$ cat config.mk
export PLATFORM = sky130hd
export DESIGN_NAME = axi_lite_master
export DESIGN_NICKNAME = d
export VERILOG_FILES = /design/src/rtl/axi_lite_master.sv
export SDC_FILE = /design/constraint.sdc
export NUM_CORES = 1
export LEC_CHECK = 0
export BUFFER_PORTS_ARGS = -buffer_cell sky130_fd_sc_hd__buf_4
export CAP_MARGIN = 20
export CORE_MARGIN = 2
export CORE_UTILIZATION = 25
export CTS_CLUSTER_SIZE = 16
export DETAILED_ROUTE_END_ITERATION = 10
export HOLD_SLACK_MARGIN = 0.02
export PLACE_DENSITY = 0.55
export SETUP_SLACK_MARGIN = 0.15
export SYNTH_ARGS = -nofsm -noshare
export SYNTH_HDL_FRONTEND = slang
export SYNTH_SLANG_ARGS = --single-unit
$ cat constraint.sdc
create_clock -name axi_clk -period 1.67 [get_ports axi_clk]
set_input_delay 0.0835 -clock axi_clk [delete_from_list [all_inputs] [get_ports axi_clk]]
set_output_delay 0.0835 -clock axi_clk [all_outputs]
set_load 0.03 [all_outputs]
$ cat src/rtl/axi_lite_master.sv
// axi_lite_master
//   Turns single register-access commands into AXI4-Lite transactions.
//   Only one transaction is outstanding at a time. Each transaction ends with
//   exactly one completion on the rsp_* interface. If the slave stalls for
//   TIMEOUT cycles, the completion carries response code 2'b11.
//
// Ports
//   axi_clk, axi_rstn                  clock, asynchronous active-low reset
//   cmd_valid/cmd_ready                command handshake
//   cmd_write, cmd_addr, cmd_wdata     command payload
//   rsp_valid/rsp_ready                completion handshake
//   rsp_write, rsp_rdata, rsp_resp     completion payload
//   AW: axi_write_addr, write_addr_valid/ready
//   W : axi_write_data, write_data_valid/ready
//   B : axi_write_resp, write_resp_valid/ready
//   AR: axi_read_addr_o, read_addr_valid_o/read_addr_ready_i
//   R : axi_read_data_i, read_resp_i, read_data_valid_i/read_data_ready_o
module axi_lite_master #(
  parameter int ADDR_WIDTH = 2,
  parameter int DATA_WIDTH = 32,
  parameter int TIMEOUT    = 255
) (
  input  logic                  axi_clk,
  input  logic                  axi_rstn,
  input  logic                  cmd_valid,
  output logic                  cmd_ready,
  input  logic                  cmd_write,
  input  logic [ADDR_WIDTH-1:0] cmd_addr,
  input  logic [DATA_WIDTH-1:0] cmd_wdata,
  output logic                  rsp_valid,
  input  logic                  rsp_ready,
  output logic                  rsp_write,
  output logic [DATA_WIDTH-1:0] rsp_rdata,
  output logic [1:0]            rsp_resp,
  output logic [ADDR_WIDTH-1:0] axi_write_addr,
  output logic                  write_addr_valid,
  input  logic                  write_addr_ready,
  output logic [DATA_WIDTH-1:0] axi_write_data,
  output logic                  write_data_valid,
  input  logic                  write_data_ready,
  input  logic [1:0]            axi_write_resp,
  input  logic                  write_resp_valid,
  output logic                  write_resp_ready,
  output logic [ADDR_WIDTH-1:0] axi_read_addr_o,
  output logic                  read_addr_valid_o,
  input  logic                  read_addr_ready_i,
  input  logic [DATA_WIDTH-1:0] axi_read_data_i,
  input  logic                  read_data_valid_i,
  output logic                  read_data_ready_o,
  input  logic [1:0]            read_resp_i
);

  typedef enum logic [2:0] {
    IDLE, WR_ADDR_DATA, WR_RESP, RD_ADDR, RD_DATA, RESP
  } state_e;

  localparam logic [1:0]  RESP_TIMEOUT = 2'b11;
  // The counter value seen in the last cycle allowed without a handshake.
  localparam logic [15:0] CNT_LAST     = 16'(TIMEOUT - 1);

  state_e                state_q, state_d;
  logic [ADDR_WIDTH-1:0] addr_q, addr_d;
  logic [DATA_WIDTH-1:0] wdata_q, wdata_d;
  logic                  aw_done_q, aw_done_d;
  logic                  w_done_q, w_done_d;
  logic [15:0]           cnt_q, cnt_d;
  logic                  rsp_write_q, rsp_write_d;
  logic [DATA_WIDTH-1:0] rsp_rdata_q, rsp_rdata_d;
  logic [1:0]            rsp_resp_q, rsp_resp_d;

  logic aw_hs, w_hs, b_hs, ar_hs, r_hs, any_hs, waiting, timeout;

  // All handshake-facing outputs are decoded from registered state only, so
  // address/data are stable for as long as the matching valid is high.
  assign cmd_ready         = (state_q == IDLE);
  assign write_addr_valid  = (state_q == WR_ADDR_DATA) && !aw_done_q;
  assign write_data_valid  = (state_q == WR_ADDR_DATA) && !w_done_q;
  assign write_resp_ready  = (state_q == WR_RESP);
  assign read_addr_valid_o = (state_q == RD_ADDR);
  assign read_data_ready_o = (state_q == RD_DATA);
  assign rsp_valid         = (state_q == RESP);
  assign axi_write_addr    = addr_q;
  assign axi_write_data    = wdata_q;
  assign axi_read_addr_o   = addr_q;
  assign rsp_write         = rsp_write_q;
  assign rsp_rdata         = rsp_rdata_q;
  assign rsp_resp          = rsp_resp_q;

  assign aw_hs  = write_addr_valid  & write_addr_ready;
  assign w_hs   = write_data_valid  & write_data_ready;
  assign b_hs   = write_resp_ready  & write_resp_valid;
  assign ar_hs  = read_addr_valid_o & read_addr_ready_i;
  assign r_hs   = read_data_ready_o & read_data_valid_i;
  assign any_hs = aw_hs | w_hs | b_hs | ar_hs | r_hs;

  assign waiting = (state_q == WR_ADDR_DATA) || (state_q == WR_RESP) ||
                   (state_q == RD_ADDR)      || (state_q == RD_DATA);
  // A handshake in the final allowed cycle still wins over the timeout.
  assign timeout = waiting && !any_hs && (cnt_q == CNT_LAST);

  always_comb begin
    // NOTE: every variable gets a hold value first, so no path leaves one unassigned (no latches).
    state_d     = state_q;
    addr_d      = addr_q;
    wdata_d     = wdata_q;
    aw_done_d   = aw_done_q;
    w_done_d    = w_done_q;
    cnt_d       = cnt_q;
    rsp_write_d = rsp_write_q;
    rsp_rdata_d = rsp_rdata_q;
    rsp_resp_d  = rsp_resp_q;

    unique case (state_q)
      IDLE: begin
        if (cmd_valid) begin
          addr_d      = cmd_addr;
          wdata_d     = cmd_wdata;
          rsp_write_d = cmd_write;
          aw_done_d   = 1'b0;
          w_done_d    = 1'b0;
          cnt_d       = '0;
          state_d     = cmd_write ? WR_ADDR_DATA : RD_ADDR;
        end
      end
      WR_ADDR_DATA: begin
        if (aw_hs) aw_done_d = 1'b1;
        if (w_hs)  w_done_d  = 1'b1;
        // AW and W may finish in either order or in the same cycle.
        if ((aw_done_q || aw_hs) && (w_done_q || w_hs)) state_d = WR_RESP;
      end
      WR_RESP: begin
        if (b_hs) begin
          rsp_resp_d  = axi_write_resp;
          rsp_rdata_d = '0;
          rsp_write_d = 1'b1;
          state_d     = RESP;
        end
      end
      RD_ADDR: begin
        if (ar_hs) state_d = RD_DATA;
      end
      RD_DATA: begin
        if (r_hs) begin
          rsp_rdata_d = axi_read_data_i;
          rsp_resp_d  = read_resp_i;
          rsp_write_d = 1'b0;
          state_d     = RESP;
        end
      end
      RESP: begin
        if (rsp_ready) state_d = IDLE;
      end
      default: state_d = IDLE;
    endcase

    // The wait counter measures slave silence, so any handshake restarts it.
    if (waiting) cnt_d = any_hs ? '0 : cnt_q + 16'd1;

    if (timeout) begin
      rsp_resp_d  = RESP_TIMEOUT;
      rsp_rdata_d = '0;
      cnt_d       = '0;
      state_d     = RESP;
    end
  end

  always_ff @(posedge axi_clk or negedge axi_rstn) begin
    if (!axi_rstn) begin
      state_q     <= IDLE;
      addr_q      <= '0;
      wdata_q     <= '0;
      aw_done_q   <= 1'b0;
      w_done_q    <= 1'b0;
      cnt_q       <= '0;
      rsp_write_q <= 1'b0;
      rsp_rdata_q <= '0;
      rsp_resp_q  <= '0;
    end else begin
      // NOTE: non-blocking assignments so every register samples pre-edge values.
      state_q     <= state_d;
      addr_q      <= addr_d;
      wdata_q     <= wdata_d;
      aw_done_q   <= aw_done_d;
      w_done_q    <= w_done_d;
      cnt_q       <= cnt_d;
      rsp_write_q <= rsp_write_d;
      rsp_rdata_q <= rsp_rdata_d;
      rsp_resp_q  <= rsp_resp_d;
    end
  end

endmodule

### Word-level counts from Yosys, hierarchy flattened

Index checks and enable logic that the tools add are counted.

| storage, ports and cells | value |
|---|---|
| register bits after elaboration | 90 |
| input port bits | 80 |
| output and inout bits | 78 |
| logic and storage cells | 93 |

| cells by class | value |
|---|---|
| add/sub/neg operators | 1 |
| equal/unequal tests | 17 |
| mux-type cells | 31 |
| bitwise operators | 9 |
| reduce and logical (&&, ||, !) cells | 26 |

Operators by type and width:

| operator | count |
|---|---|
| 2-to-1 mux 32 bit | 3 |
| 2-to-1 mux 16 bit | 5 |
| one-hot mux 32 bit (2 select lines) | 1 |
| 2-to-1 mux 3 bit | 7 |
| one-hot mux 3 bit (6 select lines) | 1 |
| adder 16 x 1 -> 16 bit (second input constant) | 1 |
| equality test 16 x 8 -> 1 bit (second input constant) | 1 |
| inequality test 3 x 1 -> 1 bit (second input constant) | 4 |
| nonzero test 3 bit | 4 |
| AND reduction 3 bit | 3 |
| 2-to-1 mux 2 bit | 4 |
| equality test 3 x 2 -> 1 bit (second input constant) | 2 |
| equality test 3 bit (second input constant) | 2 |
| 2-to-1 mux 1 bit | 6 |
| inequality test 2 bit (second input constant) | 3 |
| inequality test 3 x 2 -> 1 bit (second input constant) | 2 |
| AND reduction 6 bit | 1 |
| bitwise AND 1 bit | 5 |
| logical AND 1 bit | 5 |
| logical OR 1 bit | 5 |
| inequality test 2 x 1 -> 1 bit (second input constant) | 2 |
| OR 1 bit | 4 |
| one-hot mux 1 bit (2 select lines) | 2 |
| one-hot mux 2 bit (2 select lines) | 1 |
| other kinds (7) | 10 |

### Logic depth before layout (Yosys ltp)

| depth | value |
|---|---|
| depth after elaboration | 12 |
| gate-level depth with buffers | 8 |
| depth with buffers taken out | 7 |

### Worst setup path before layout

No wires, ideal clock.

| timing path | value |
|---|---|
| path kind | register to register |
| from | register state_q[0] |
| to | register addr_q[0] (netlist: axi_read_addr_o[0]) |
| setup time | 125 ps |
| arrival time | 2,106 ps |
| required time | 1,545 ps |
| slack | -561 ps |
| cell stages (with the launch flop) | 8 |
| path buffers | 3 |
| cells stage by stage | dfrtp_1 > buf_4 > or2_2 > nor2_1 > and2_1 > buf_4 > buf_4 > mux2_2 |

| between the ends | value |
|---|---|
| word-level cells in the longest chain between the ends | 2 |

RTL lines:

| what | line | text |
|---|---|---|
| from (decl) | 61 | `state_e state_q, state_d;` |
| from (signal assigned) | 180 | `state_q <= state_d;` |
| logical NOT 3 bit | -- |  |
| via cmd_ready | 26 | `output logic cmd_ready,` |
| AND reduction 2 bit (no line) | -- |  |
| to (signal assigned) | 181 | `addr_q <= addr_d;` |
| to (decl) | 62 | `logic [ADDR_WIDTH-1:0] addr_q, addr_d;` |

The timed path passes the listed nets, and every way through them passes these cells.
A chain may end at the register's enable or synchronous reset.

### Final worst setup path

| timing path | value |
|---|---|
| from | register state_q[1] |
| to | register cnt_q[6] |

| between the ends | value |
|---|---|
| word-level cells in the longest chain between the ends | 12 |
| elaborated cells between the ends (all ways) | 28 |

RTL lines:

| what | line | text |
|---|---|---|
| equality test 3 x 1 -> 1 bit | 76, 77, 96 |  |
| logical AND 1 bit (on tied branches) | 76, 77 |  |
| bitwise AND 1 bit (on tied branches) | 89, 90 |  |
| OR 1 bit (4 in series) | 94 | `assign any_hs = aw_hs \| w_hs \| b_hs \| ar_hs \| r_hs;` |
| logical NOT 1 bit | 99 | `assign timeout = waiting && !any_hs && (cnt_q == CNT_LAST);` |
| logical AND 1 bit (2 in series) | 99 |  |
| nonzero test 3 bit (no line) | -- |  |
| AND reduction 2 bit (no line) | -- |  |
| to (signal assigned) | 185 | `cnt_q <= cnt_d;` |
| to (decl) | 66 | `logic [15:0] cnt_q, cnt_d;` |

Several ways; a longest one is shown, not always the timed one.

==> results.tsv <==
stage	metric	value	unit
status	status	finished with violations	
status	violations	setup timing	
sta	fmax	550	MHz
final_layout	nFillCells	1554	
synth	syn-num-nets	477	
drt	drc	0	
cts	cts_buffers	9	
sta	setup_ws	-149	ps
floorplan	die_h	133	microns
run	cap_violations	0	
drt	wl_per_cell	15.3	microns
sta	tightest_slew	425	ps
final_layout	fin_nets	764	
global_routing	grt_pass1_wl	21.6	mm
cts	clock_tree.buffer_depth	2	
drt	finalWirelength	13.9	mm
synth	ys_seq_area_share	54.0	%
pwr	leakage	3.44	nW
global_routing	grt_pass1_vias	4268	
floorplan	ioPinCount	158	
pwr	pwr_density_cell	1750	nW/um^2
sta	hold_viol	0	
worst_setup_path	cp_top_family	simple AND/OR/NAND/NOR gates	
placement	gp_congestion	0.799	
synth	synthArstFlopShare	100	%
floorplan	core_area	16500	sq um
sta	worst_hold_slack	51.9	ps
worst_setup_path	crit_path_top_delay_cell	or4_4	
worst_setup_path	cp_num_buf_inv	0	
placement	placedInstanceArea	6120	sq um
floorplan	initial_core_util	25.3	%
drt	drtIter0Drc	157	
drt	ant_nets	0	
drt	dr.pass1.iters	5	
worst_setup_path	worstPathMaxFanout	8	
floorplan	die_area	17700	sq um
pwr	ir_drop	824	uV
cts	cts_tree	built	
sta	min_period_over_period	109	%
final_layout	syn2layout_area_growth	82.0	%
final_layout	final_common_cell	buf_4	
final_layout	design_area	7590	sq um
worst_setup_path	cp-start-kind	register	
drt	num_vias	4090	
worst_setup_path	cp-end-kind	register	
sta	grt_setup_unrepaired	true	
worst_setup_path	cp.arrival	2050	ps
final_layout	final_cell_mix	202 x buf_4, 87 x dfrtp_1, 69 x dlygate4sd3_1	
synth	avgSynthCellArea	10.6	sq um
synth	synth_edf_count	0	
placement	dp_slack	-174	ps
sta	fin_skew	10.3	ps
synth	syn-cell-area	4170	sq um
global_routing	gr-total-overflow	0	
worst_setup_path	crit_type	reg -> reg	
synth	synth-seq-cells	90	
placement	port_buffers	157	
synth	yosysWarnings	0	
cts	clk_latency	350	ps
synth	synth_flop_cell	dfrtp_1	
drt	vias_per_cell	4.51	
placement	hpwlAfterDp	8.54	mm
final_layout	layout-drive-gt1-share	52.6	%
worst_setup_path	path_cells	nor4b_4 > or4_4 > and3_4 > a21o_1 > a22o_1	
synth	syn_inst	395	
cts	cts_root_buf	clkbuf_16	
sta	setup_viol	85	
synth	synth_cell_type_count	53	
floorplan	num_rows	47	
worst_setup_path	max_stage_delay	530	ps
cts	clock-sinks	90	
worst_hold_path	hp-class	in -> reg	
sta	relSlewSlack	71.7	%
worst_setup_path	worstPathRequired	1910	ps
sta	min_period	1820	ps
sta	finalMaxSlewViolations	0	
global_routing	grt_max_degree	62	
global_routing	grt_use_total	15.4	%
cts	clk_pin_slew	70	ps
floorplan	die_w	133	microns
global_routing	antenna_found_initial	1	
cts	htreeDepth	3	
Yosys cell counts, types with 3 or more instances:
library cell	number	area [sq um]
nand2_1	51	191
nand4_1	3	18.8
o21ai_0	13	65.1
nor2_1	15	56.3
inv_1	7	26.3
nor4_1	4	25.0
buf_4	8	60.1
buf_6	3	33.8
buf_2	7	35.0
a21oi_1	43	215
mux2_2	34	383
o21ai_1	3	15.0
nand3_1	41	205
nor3_1	5	25.0
or3_1	5	31.3
nor3b_1	5	37.5
clkbuf_1	7	26.3
nand3b_1	3	22.5
a21o_1	5	37.5
dfrtp_1	90	2250
mux2i_1	3	30.0
o221ai_1	3	26.3
and3_1	3	18.8
area by class of cell:
type	instances	area [sq um]	area share (%)
Timing Repair Buffer	303	2710	35.7
Multi-Input combinational cell	271	2030	26.7
Clock inverter	5	65.1	0.857
Tap cell	220	275	3.62
Antenna cell	1	2.50	0.0330
Clock buffer	10	229	3.02
Sequential cell	90	2260	29.7
Inverter	7	26.3	0.346
kinds of logic (layout without fill, tap and decap cells):
family / count (synthesis) / in the layout / share of synthesized area (%)
simple gates: 153 / 153 / 19.6
flops: 90 / 90 / 54.0
compound gates: 77 / 77 / 10.8
mux: 37 / 37 / 9.90
buf+inv: 34 / 325 / 4.62
fa+ha+maj: 2 / 2 / 0.600
xor+xnor: 2 / 2 / 0.420
other cells: 0 / 1 / 0
worst reg2reg max path, cell delays in order (launching register included):
cell and delay (ps):
dfrtp_2 480, nor4b_4 160, or4_4 530, and3_4 210, a21o_1 160, a22o_1 170
report_power, final:
group / internal (mW) / switching, mW
logic: 3.57 / 4.12
registers: 3.01 / 0.505
clock network: 1.17 / 0.897
total: 7.74 / 5.53
per-stage QoR:
stage | util, % | cells | total power [mW] | setup TNS [ps]
finish | 46.1 | 907 | 13.3 | -7360
global route | 46.1 | 907 | 14.1 | -13280
CTS | 45.0 | 895 | 13.0 | -6190
detailed placement | 37.2 | 801 | 10.2 | -7600
global placement | 37.2 | 801 | 10.1 | -4460
floorplan | - | 395 | 7.65 | -7760
layer usage:
layer  vias up  routed length [microns]  share of wire [%]  track usage [%]
met2       105                     7340                 53             27.5
met5         -                        0                  0                0
li1       1974                        -                  -                -
met1      1996                     5640                 41             17.9
met4         0                      240                1.7             6.21
met3        15                      631                4.6             3.61
sequential cells by signal, summed over array words and instances (netlist names):
| signal | count |
|---|---|
| cnt_q | 16 |
| rsp_resp | 2 |
| state_q | 3 |
| rsp_rdata | 32 |
| axi_read_addr_o | 2 |
| w_done_q | 1 |
| axi_write_data | 32 |
| rsp_write | 1 |
| aw_done_q | 1 |
worst paths after layout:
kind	from	endpoint	slack (ps)	cells after the start
min in group asynchronous	axi_rstn	axi_write_data[10]	230	2
max reg2reg	state_q[1]	cnt_q[6]	-150	5
min	axi_write_resp[1]	rsp_resp[1]	50	3
min reg2reg	axi_write_data[8]	axi_write_data[8]	510	1
max	state_q[1]	cnt_q[6]	-150	5
max in group asynchronous	axi_rstn	cnt_q[6]	790	3
timing repair:
item                       CTS  global route
cloned                       3             3
gates resized for setup     47            17
pin swaps                    7            13
hold buffers                69             0
buffers inserted             7             8
setup endpoints to repair   95            97
hold endpoints to repair    97             0
(Power assumes the default switching activity.)
